**src/rtl/gray_mon_pkg.sv**
```systemverilog
`default_nettype none
// +------------------------------------------------------------------------+
// | Package     : gray_mon_pkg                                              |
// | Description : Shared types, default widths and helpers for the Gray     |
// |               code monitor (state enum, Hamming-distance function).     |
// | Revision    : 1.0 - initial release                                     |
// +------------------------------------------------------------------------+
package gray_mon_pkg;

  localparam int c_DEF_CBITS = 12;
  localparam int c_DEF_WBITS = 8;

  // Width of the Hamming helper operands; callers zero-extend into it,
  // so count widths up to 32 bits are supported.
  localparam int c_HAM_W = 32;

  typedef enum logic [1:0] {
    SYNC  = 2'd0,
    TRACK = 2'd1,
    FAULT = 2'd2
  } gm_state_t;

  // Number of bit positions in which a and b differ.
  function automatic int unsigned gray_hamming(input logic [c_HAM_W-1:0] a,
                                               input logic [c_HAM_W-1:0] b);
    logic [c_HAM_W-1:0] d;
    int unsigned        n;
    d = a ^ b;
    n = 0;
    for (int i = 0; i < c_HAM_W; i++) begin
      n = n + 32'(d[i]);
    end
    return n;
  endfunction

endpackage
`default_nettype wire

```
**src/rtl/gray_to_bin.sv**
```systemverilog
`default_nettype none
// +------------------------------------------------------------------------+
// | Module      : gray_to_bin                                               |
// | Description : Combinational Gray-to-binary decoder.                     |
// | Ports       : gray [CBITS] in  - Gray-coded value                       |
// |               bin  [CBITS] out - binary equivalent                      |
// | Revision    : 1.0 - initial release                                     |
// +------------------------------------------------------------------------+
module gray_to_bin
  import gray_mon_pkg::*;
#(
  parameter int CBITS = c_DEF_CBITS
) (
  input  logic [CBITS-1:0] gray,
  output logic [CBITS-1:0] bin
);

  // Each binary bit is the XOR of all Gray bits at or above its position;
  // written per bit so no vector depends on itself.
  for (genvar i = 0; i < CBITS; i++) begin : g_bit
    assign bin[i] = ^gray[CBITS-1:i];
  end

endmodule
`default_nettype wire

```
**src/rtl/gray_monitor.sv**
```systemverilog
`default_nettype none
// +------------------------------------------------------------------------+
// | Module      : gray_monitor                                              |
// | Description : Samples an upstream Gray counter, decodes it to binary,   |
// |               checks step legality and wrap-flag consistency, and       |
// |               counts legal wraps (saturating).                          |
// | Ports       : clk          in  - clock, posedge                         |
// |               rst          in  - async active-high reset                |
// |               gray_in      in  - upstream Gray count [CBITS]            |
// |               sig_in       in  - upstream wrap flag (count == 0)        |
// |               clr          in  - sync clear of fault/wraps/tracking     |
// |               bin_out      out - registered decode of sample [CBITS]    |
// |               valid        out - tracking and checking                  |
// |               err          out - sticky fault                           |
// |               wrap_cnt     out - saturating legal-wrap count [WBITS]    |
// | Revision    : 1.0 - initial release                                     |
// +------------------------------------------------------------------------+
module gray_monitor
  import gray_mon_pkg::*;
#(
  parameter int CBITS = c_DEF_CBITS,
  parameter int WBITS = c_DEF_WBITS
) (
  input  logic             clk,
  input  logic             rst,
  input  logic [CBITS-1:0] gray_in,
  input  logic             sig_in,
  input  logic             clr,
  output logic [CBITS-1:0] bin_out,
  output logic             valid,
  output logic             err,
  output logic [WBITS-1:0] wrap_cnt
);

  localparam logic [CBITS-1:0] c_BIN_INC  = CBITS'(1);
  localparam logic [WBITS-1:0] c_WRAP_INC = WBITS'(1);

  logic [CBITS-1:0] r_gray_q;
  logic [CBITS-1:0] r_gray_p;
  logic             r_sig_q;
  logic [CBITS-1:0] r_bin_out;
  logic [WBITS-1:0] r_wrap;
  logic             r_primed;
  gm_state_t        r_state;

  logic [CBITS-1:0] w_bin_q;
  logic [CBITS-1:0] w_bin_p;
  logic [CBITS-1:0] w_bin_p_inc;
  int unsigned      w_ham;
  logic             w_step_ok;
  logic             w_sig_ok;
  logic             w_fault;
  logic             w_wrap_evt;
  gm_state_t        w_state_nxt;
  logic [WBITS-1:0] w_wrap_nxt;

  gray_to_bin #(.CBITS(CBITS)) u_dec_q (.gray(r_gray_q), .bin(w_bin_q));
  gray_to_bin #(.CBITS(CBITS)) u_dec_p (.gray(r_gray_p), .bin(w_bin_p));

  // Step legality: a hold is fine (upstream freezes in its own reset);
  // a single-bit change must be exactly +1 modulo 2^CBITS.
  assign w_bin_p_inc = w_bin_p + c_BIN_INC;
  assign w_ham       = gray_hamming(32'(r_gray_q), 32'(r_gray_p));
  assign w_step_ok   = (w_ham == 32'd0) ||
                       ((w_ham == 32'd1) && (w_bin_q == w_bin_p_inc));
  assign w_sig_ok    = (r_sig_q == (r_gray_q == '0));
  assign w_fault     = !(w_step_ok && w_sig_ok);
  // A wrap counts only when arriving at zero, not while holding at zero.
  assign w_wrap_evt  = r_sig_q && (r_gray_p != '0);

  // Sample pipeline and decode register run in every state.
  always_ff @(posedge clk or posedge rst) begin
    if (rst) begin
      r_gray_q  <= '0;
      r_gray_p  <= '0;
      r_sig_q   <= 1'b0;
      r_bin_out <= '0;
      r_primed  <= 1'b0;
    end else begin
      r_gray_q  <= gray_in;
      r_gray_p  <= r_gray_q;
      r_sig_q   <= sig_in;
      r_bin_out <= w_bin_q;
      // The reset value of gray_q is not a real sample, so the first
      // edge after reset only primes the pipeline.
      r_primed  <= 1'b1;
    end
  end

  always_ff @(posedge clk or posedge rst) begin
    if (rst) begin
      r_state <= SYNC;
      r_wrap  <= '0;
    end else begin
      r_state <= w_state_nxt;
      r_wrap  <= w_wrap_nxt;
    end
  end

  always_comb begin
    w_state_nxt = r_state;
    w_wrap_nxt  = r_wrap;
    if (clr) begin
      w_state_nxt = SYNC;
      w_wrap_nxt  = '0;
    end else begin
      case (r_state)
        SYNC: begin
          if (r_primed) begin
            w_state_nxt = TRACK;
          end
        end
        TRACK: begin
          if (w_fault) begin
            w_state_nxt = FAULT;
          end else if (w_wrap_evt && (r_wrap != '1)) begin
            w_wrap_nxt = r_wrap + c_WRAP_INC;
          end
        end
        FAULT: begin
          w_state_nxt = FAULT;
        end
        default: begin
          w_state_nxt = SYNC;
        end
      endcase
    end
  end

  assign bin_out  = r_bin_out;
  assign valid    = (r_state == TRACK);
  assign err      = (r_state == FAULT);
  assign wrap_cnt = r_wrap;

endmodule
`default_nettype wire

```
**config.mk**
```make
export PLATFORM = sky130hd
export DESIGN_NAME = gray_monitor
export DESIGN_NICKNAME = d
export VERILOG_FILES = /design/src/rtl/gray_mon_pkg.sv /design/src/rtl/gray_to_bin.sv /design/src/rtl/gray_monitor.sv
export SDC_FILE = /design/constraint.sdc
export NUM_CORES = 1
export LEC_CHECK = 0
export CAP_MARGIN = 40
export CORE_ASPECT_RATIO = 1.4
export CORE_UTILIZATION = 25
export CTS_BUF_LIST = sky130_fd_sc_hd__clkbuf_8
export CTS_CLUSTER_DIAMETER = 120
export DETAILED_ROUTE_END_ITERATION = 6
export HOLD_SLACK_MARGIN = 0.02
export MAX_ROUTING_LAYER = met4
export PLACE_DENSITY = 0.48
export SYNTH_ARGS = -nofsm -noshare
export SYNTH_HDL_FRONTEND = slang
export SYNTH_HIERARCHICAL = 1
export SYNTH_SLANG_ARGS = --single-unit
```
**constraint.sdc**
```tcl
create_clock -name clk -period 5.1 [get_ports clk]
set_input_delay 0.765 -clock clk [delete_from_list [all_inputs] [get_ports clk]]
set_output_delay 0.765 -clock clk [all_outputs]
set_load 0.01 [all_outputs]
```
# After elaboration in Yosys (flattened, before gate mapping)
# Index checks and enable logic that the tools add are counted.
# totals
output_inout_bits	22
register_bits	48
word_cells	93
inputBits	16
# classes
bitwise	1
add_sub_neg	33
mux	8
reduce_logical	36
eq_ne	8
# op_table
operator	n
$add 31x1->32 const B	1
$eq 32x1->1 const B	1
$logic_not 32->1	1
$mux 8	4
$add 30x1->31 const B	1
$add 29x1->30 const B	1
$add 28x1->29 const B	1
$add 27x1->28 const B	1
$add 26x1->27 const B	1
$add 25x1->26 const B	1
$add 24x1->25 const B	1
$add 23x1->24 const B	1
$reduce_xor 12->1	2
$add 22x1->23 const B	1
$add 21x1->22 const B	1
$reduce_xor 11->1	2
$add 20x1->21 const B	1
$add 19x1->20 const B	1
$reduce_xor 10->1	2
$add 18x1->19 const B	1
$add 17x1->18 const B	1
$reduce_xor 9->1	2
$add 16x1->17 const B	1
$add 15x1->16 const B	1
other kinds (40)	55

# Longest topological paths before layout
# logic_depth
depth_word	39
mapped_depth	16
depth_no_buf	16

# By module
# The synthesis kept the hierarchy.
# modules_own_cells
mod	area_each_um2	cells_per_inst	instances	seq_area_each_um2
gray_monitor	2479.9	213	1	1201.2
gray_to_bin	274.0	21	2	0.0

# Worst setup path after synthesis
# No wires, ideal clock.
# synth_path
path_type	register to register
from	reg r_gray_p[1]
to	reg r_wrap[2] (netlist: wrap_cnt[2])
setup_ns	0.078
synth_period_minus_slack_ns	5.024
t_required_ns	5.022
setup_slack_ns	0.076
arrival_ns	4.946
path_buffers	0
stages_incl_launch_ff	16
path_cell_list	dfrtp_1 xnor2_1 fa_1 fa_1 fa_1 inv_1 fa_1 ha_1 inv_1 fa_1 a211oi_1 mux2i_1 or4bb_1 a311oi_1 or4b_1 a21oi_1
# synth_between
elab_chain_cells	38
word_cells_on_any_way	47
classes_between	add/sub: 32; eq/ne: 2; bitwise: 1; reduce/logical: 12
# synth_lines
item	line_no	source
from (decl)	gray_monitor.sv:39	logic [CBITS-1:0] r_gray_p;
from (signal assigned)	gray_monitor.sv:81	r_gray_p <= r_gray_q;
$xor 12x12->12	gray_mon_pkg.sv:28	d = a ^ b;
$add 1x1->2	gray_mon_pkg.sv:31	n = n + 32'(d[i]);
$add 2x1->3	gray_mon_pkg.sv:31	
$add 3x1->4	gray_mon_pkg.sv:31	
$add 4x1->5	gray_mon_pkg.sv:31	
$add 5x1->6	gray_mon_pkg.sv:31	
$add 6x1->7	gray_mon_pkg.sv:31	
$add 7x1->8	gray_mon_pkg.sv:31	
[22 not listed]	-	
$add 30x1->31	gray_mon_pkg.sv:31	
$add 31x1->32	gray_mon_pkg.sv:31	
$eq 32x1->1	gray_monitor.sv:65	((w_ham == 32'd1) && (w_bin_q == w_bin_p_inc));
$logic_and 1x1->1	gray_monitor.sv:65	
$logic_or 1x1->1	gray_monitor.sv:64	assign w_step_ok = (w_ham == 32'd0) ||
$logic_and 1x1->1	gray_monitor.sv:67	assign w_fault = !(w_step_ok && w_sig_ok);
$reduce_bool 2->1 (no line)	-	
$reduce_and 3->1 (no line) *	-	
to (signal assigned)	gray_monitor.sv:96	r_wrap <= w_wrap_nxt;
to (decl)	gray_monitor.sv:42	logic [WBITS-1:0] r_wrap;
# Mark *: on every way between the ends. The rest lies on a longest branch, timed or not.
# A chain may end at the register's enable or synchronous reset.

# Worst setup path after layout
# layout_path
from	reg r_gray_q[1]
to	reg r_wrap[2] (netlist: wrap_cnt[2])
# layout_between
elab_chain_cells	38
word_cells_on_any_way	44
classes_between	add/sub: 31; eq/ne: 3; bitwise: 1; reduce/logical: 9
# layout_lines
item	line_no	source
from (decl)	gray_monitor.sv:38	logic [CBITS-1:0] r_gray_q;
from (signal assigned)	gray_monitor.sv:80	r_gray_q <= gray_in;
$xor 12x12->12	gray_mon_pkg.sv:28	
$add 1x1->2	gray_mon_pkg.sv:31	
$add 2x1->3	gray_mon_pkg.sv:31	
$add 3x1->4	gray_mon_pkg.sv:31	
$add 4x1->5	gray_mon_pkg.sv:31	
$add 5x1->6	gray_mon_pkg.sv:31	
$add 6x1->7	gray_mon_pkg.sv:31	
$add 7x1->8	gray_mon_pkg.sv:31	
[22 not listed]	-	
$add 30x1->31	gray_mon_pkg.sv:31	
$add 31x1->32	gray_mon_pkg.sv:31	
$eq 32x1->1	gray_monitor.sv:65	
$logic_and 1x1->1	gray_monitor.sv:65	
$logic_or 1x1->1	gray_monitor.sv:64	
$logic_and 1x1->1 *	gray_monitor.sv:67	
$reduce_bool 2->1 (no line) *	-	
$reduce_and 3->1 (no line) *	-	
# Marked as above.

==> results.json <==
{
  "worstHoldPathType": "reg2reg",
  "cts_tree": "done",
  "grt_usage": 0.126,
  "peakVddDrop_uv": 137,
  "io_pins": 38,
  "port_buffers": 37,
  "cap_violations": 0,
  "grt_max_degree": 35,
  "clkSinkCount": 48,
  "core_area_um2": 11800,
  "grt_pass1_wl_um": 11600,
  "cellLeakagePower_nw": 1.65,
  "hold_violations": 0,
  "synth_adder_area_share": 0.0835,
  "drtIter0Drc": 53,
  "antenna_cells": 0,
  "ys_warn_count": 6,
  "yosys-mux-area-fraction": 0.00992,
  "synth-compound-area-share": 0.0983,
  "wire_per_inst_um": 15.3,
  "drtPass1Iterations": 4,
  "setup_viol": 0,
  "ys_seq_elements": 48,
  "syn_avg_cell_area_um2": 11.9,
  "synthArstFlopShare": 1.00,
  "instances_no_fill": 458,
  "root_buffer": "clkbuf_8",
  "cts_max_level": 2,
  "layout_setup_ws_ns": 0.166,
  "tightest_slew_ns": 0.708,
  "use_met2": 0.219,
  "synthXorXnorAreaFrac": 0.252,
  "nFillCells": 1189,
  "rows": 47,
  "dp_hpwl_um": 5350,
  "vias": 2127,
  "power_mw": 1.60,
  "layout-drive-gt1-share": 0.180,
  "p_per_area_nw_per_um2": 413,
  "final_nets": 342,
  "drv_slew": 0,
  "crit_type": "reg2reg",
  "antenna_found_initial": 0,
  "synth_edf_count": 0,
  "synth.distinct_cells": 58,
  "cp.required_ns": 5.34,
  "first_global_vias": 2241,
  "layout_min_cycle_time_ns": 4.93,
  "route.detailed.drc": 0,
  "synth-main-ff-cell": "dfrtp_1",
  "cp_max_fo": 4,
  "die_area_um2": 12600,
  "grtUsageMet1": 0.139,
  "synthCells": 255,
  "synth_area_um2": 3030,
  "startpoint_type": "flop",
  "cp-end-kind": "flop",
  "slew_headroom": 0.528,
  "clock_skew_ns": 0.00895,
  "gp_congestion": 0.810,
  "vias_per_cell": 4.64,
  "clkLatencyLatePin_ns": 0.31,
  "cp_data_arrival_time_ns": 5.18,
  "synth-simple-area-share": 0.119,
  "placed_cells": 447,
  "ctsHoldBuffers": 0,
  "clkTransAtPathRegs_ns": 0.10,
  "r2r_slack_ns": 0.17,
  "clockBufferDepth": 2,
  "cts_made_buffers": 5,
  "syn-num-nets": 287,
  "ys_seq_area_frac": 0.397,
  "routed_wl_um": 7000,
  "area_delta_synth_final_pct": 28.1,
  "period_share": 0.967,
  "status": "finished, final reports clean",
  "max_freq_mhz": 203,
  "met3_usage": 0.0190,
  "dieHeight_um": 132,
  "grt.busiest_layer": "met2",
  "hold_ws_ns": 0.515,
  "final_antenna_net_count": 0,
  "rsz0062_at_grt": "yes",
  "pre_cts_ws_ns": -0.181,
  "grt_overflow": 0,
  "post-route-util": 0.328,
  "synth_top_family_by_area": "XOR/XNOR gates",
  "dieWidth_um": 95.0,
  "initial_core_util": 0.256
}
## cells in the final DEF, fill, tap and decap left out, drive strengths merged, types with 2 or more instances in the layout
cell type      Yosys  routed
or4                3       3
clkdlybuf4s50      0      37
inv               18      19
nand3b             2       2
ha                 9       9
o311ai             2       2
nand4              6       6
xor2              19      19
nand3              6       6
or3                3       3
xor3               5       5
fa                 7       7
o31ai              4       4
nor4               7       7
a211oi             3       3
or2                2       2
nor3               4       4
buf                5      18
mux2i              3       3
a31oi              2       2
clkbuf             2       5
a21oi              6       6
and3               4       4
nand2b             3       3
dfrtp             48      48
xnor2             32      32
o21ai              5       5
nand2              7       7
xnor3              8       8
o41ai              3       3
nor2               6       6
## flip-flops by register name, summed over array words and instances (netlist names)
name,count
r_sig_q,1
r_gray_q,12
r_primed,1
wrap_cnt,8
r_gray_p,12
r_state,2
bin_out,12
## cell families after synthesis
logic type                 Yosys count
and+or+nand+nor                     60
adders and majority gates           16
xor gates and xnor gates            64
DFF                                 48
muxes                                3
other                                1
AOI/OAI and AO/OA                   38
buffers and inverters               25
## stage by stage
stage	cell area [um2]	setup TNS, ns
final	3880	0
after global routing	3880	-0.0247
after CTS	3840	0
after detailed placement	3660	-0.556
after global placement	3640	-0.0342
after floorplan	3030	0
## synth_stat cells, types with 2 or more instances
master	count	share of area
o21ai_0	5	0.0083
clkbuf_1	2	0.0025
a211oi_1	3	0.0074
ha_1	9	0.037
a21oi_1	6	0.0099
or2_2	2	0.0041
nand2_1	6	0.0074
xor3_2	2	0.017
nor2_1	6	0.0074
nand3_1	6	0.0099
xor3_1	3	0.024
nand2b_1	3	0.0062
dfrtp_1	48	0.40
a31oi_1	2	0.0041
and3_1	4	0.0083
nor3_1	4	0.0066
xnor3_1	8	0.060
or4_1	2	0.0050
buf_4	2	0.0050
or3_1	3	0.0062
fa_1	7	0.046
xor2_1	19	0.055
nand4_1	6	0.012
xnor2_2	2	0.011
o41ai_1	2	0.0058
mux2i_1	3	0.0099
buf_6	2	0.0074
o31ai_1	4	0.0099
inv_1	18	0.022
xnor2_1	30	0.087
nor4_1	7	0.014
o311ai_0	2	0.0058
nand3b_1	2	0.0050
## layout make-up
| type | count | area [um2] | area share |
|---|---|---|---|
| Tap cell | 147 | 184 | 0.0474 |
| Inverter | 18 | 67.6 | 0.0174 |
| Clock buffer | 5 | 68.8 | 0.0177 |
| Sequential cell | 48 | 1200 | 0.310 |
| Multi-Input combinational cell | 182 | 1790 | 0.462 |
| Timing Repair Buffer | 55 | 518 | 0.134 |
| Clock inverter | 3 | 46.3 | 0.0119 |
## metal layers
metal / part of all wire / wire [um] / vias to the layer above
li1: - / - / 1018
met1: 0.42 / 2910 / 1065
met2: 0.54 / 3750 / 33
met3: 0.022 / 155 / 11
met4: 0.027 / 188 / 0
met5: 0 / 0 / -
## what timing repair did
action | 4_1_cts | 5_1_grt
pin swaps | 14 | 11
setup buffers | 2 | 1
resized for setup | 10 | 6
endpoints found under the setup margin | 5 | 5
## power breakdown
| group | leakage [nW] | switching, mW | internal, mW |
|---|---|---|---|
| Clock | 0.0548 | 0.140 | 0.148 |
| Sequential | 0.581 | 0.0240 | 0.424 |
| Combinational | 1.01 | 0.463 | 0.404 |
## path summary, 6_finish.rpt
path | startpoint | cells past startpoint | endpoint
max | r_gray_q[1] | 15 | wrap_cnt[2]
min | r_gray_q[10] | 0 | r_gray_p[10]
max reg2reg | r_gray_q[1] | 15 | wrap_cnt[2]
min reg2reg | r_gray_q[10] | 0 | r_gray_p[10]
max in group asynchronous | rst | 3 | bin_out[3]
min in group asynchronous | rst | 2 | wrap_cnt[0]
## critical path: stages, from the launching register on
cell and delay (ns):
dfrtp_1 0.43, xnor2_2 0.20, fa_1 0.48, fa_1 0.51
fa_1 0.49, inv_1 0.05, fa_1 0.49, ha_2 0.19
inv_2 0.04, fa_2 0.34, a211oi_2 0.14, mux2i_1 0.12
or4bb_4 0.55, a311oi_2 0.24, or4b_4 0.50, a21oi_2 0.12
No activity file was read; power rests on OpenSTA's default activity.
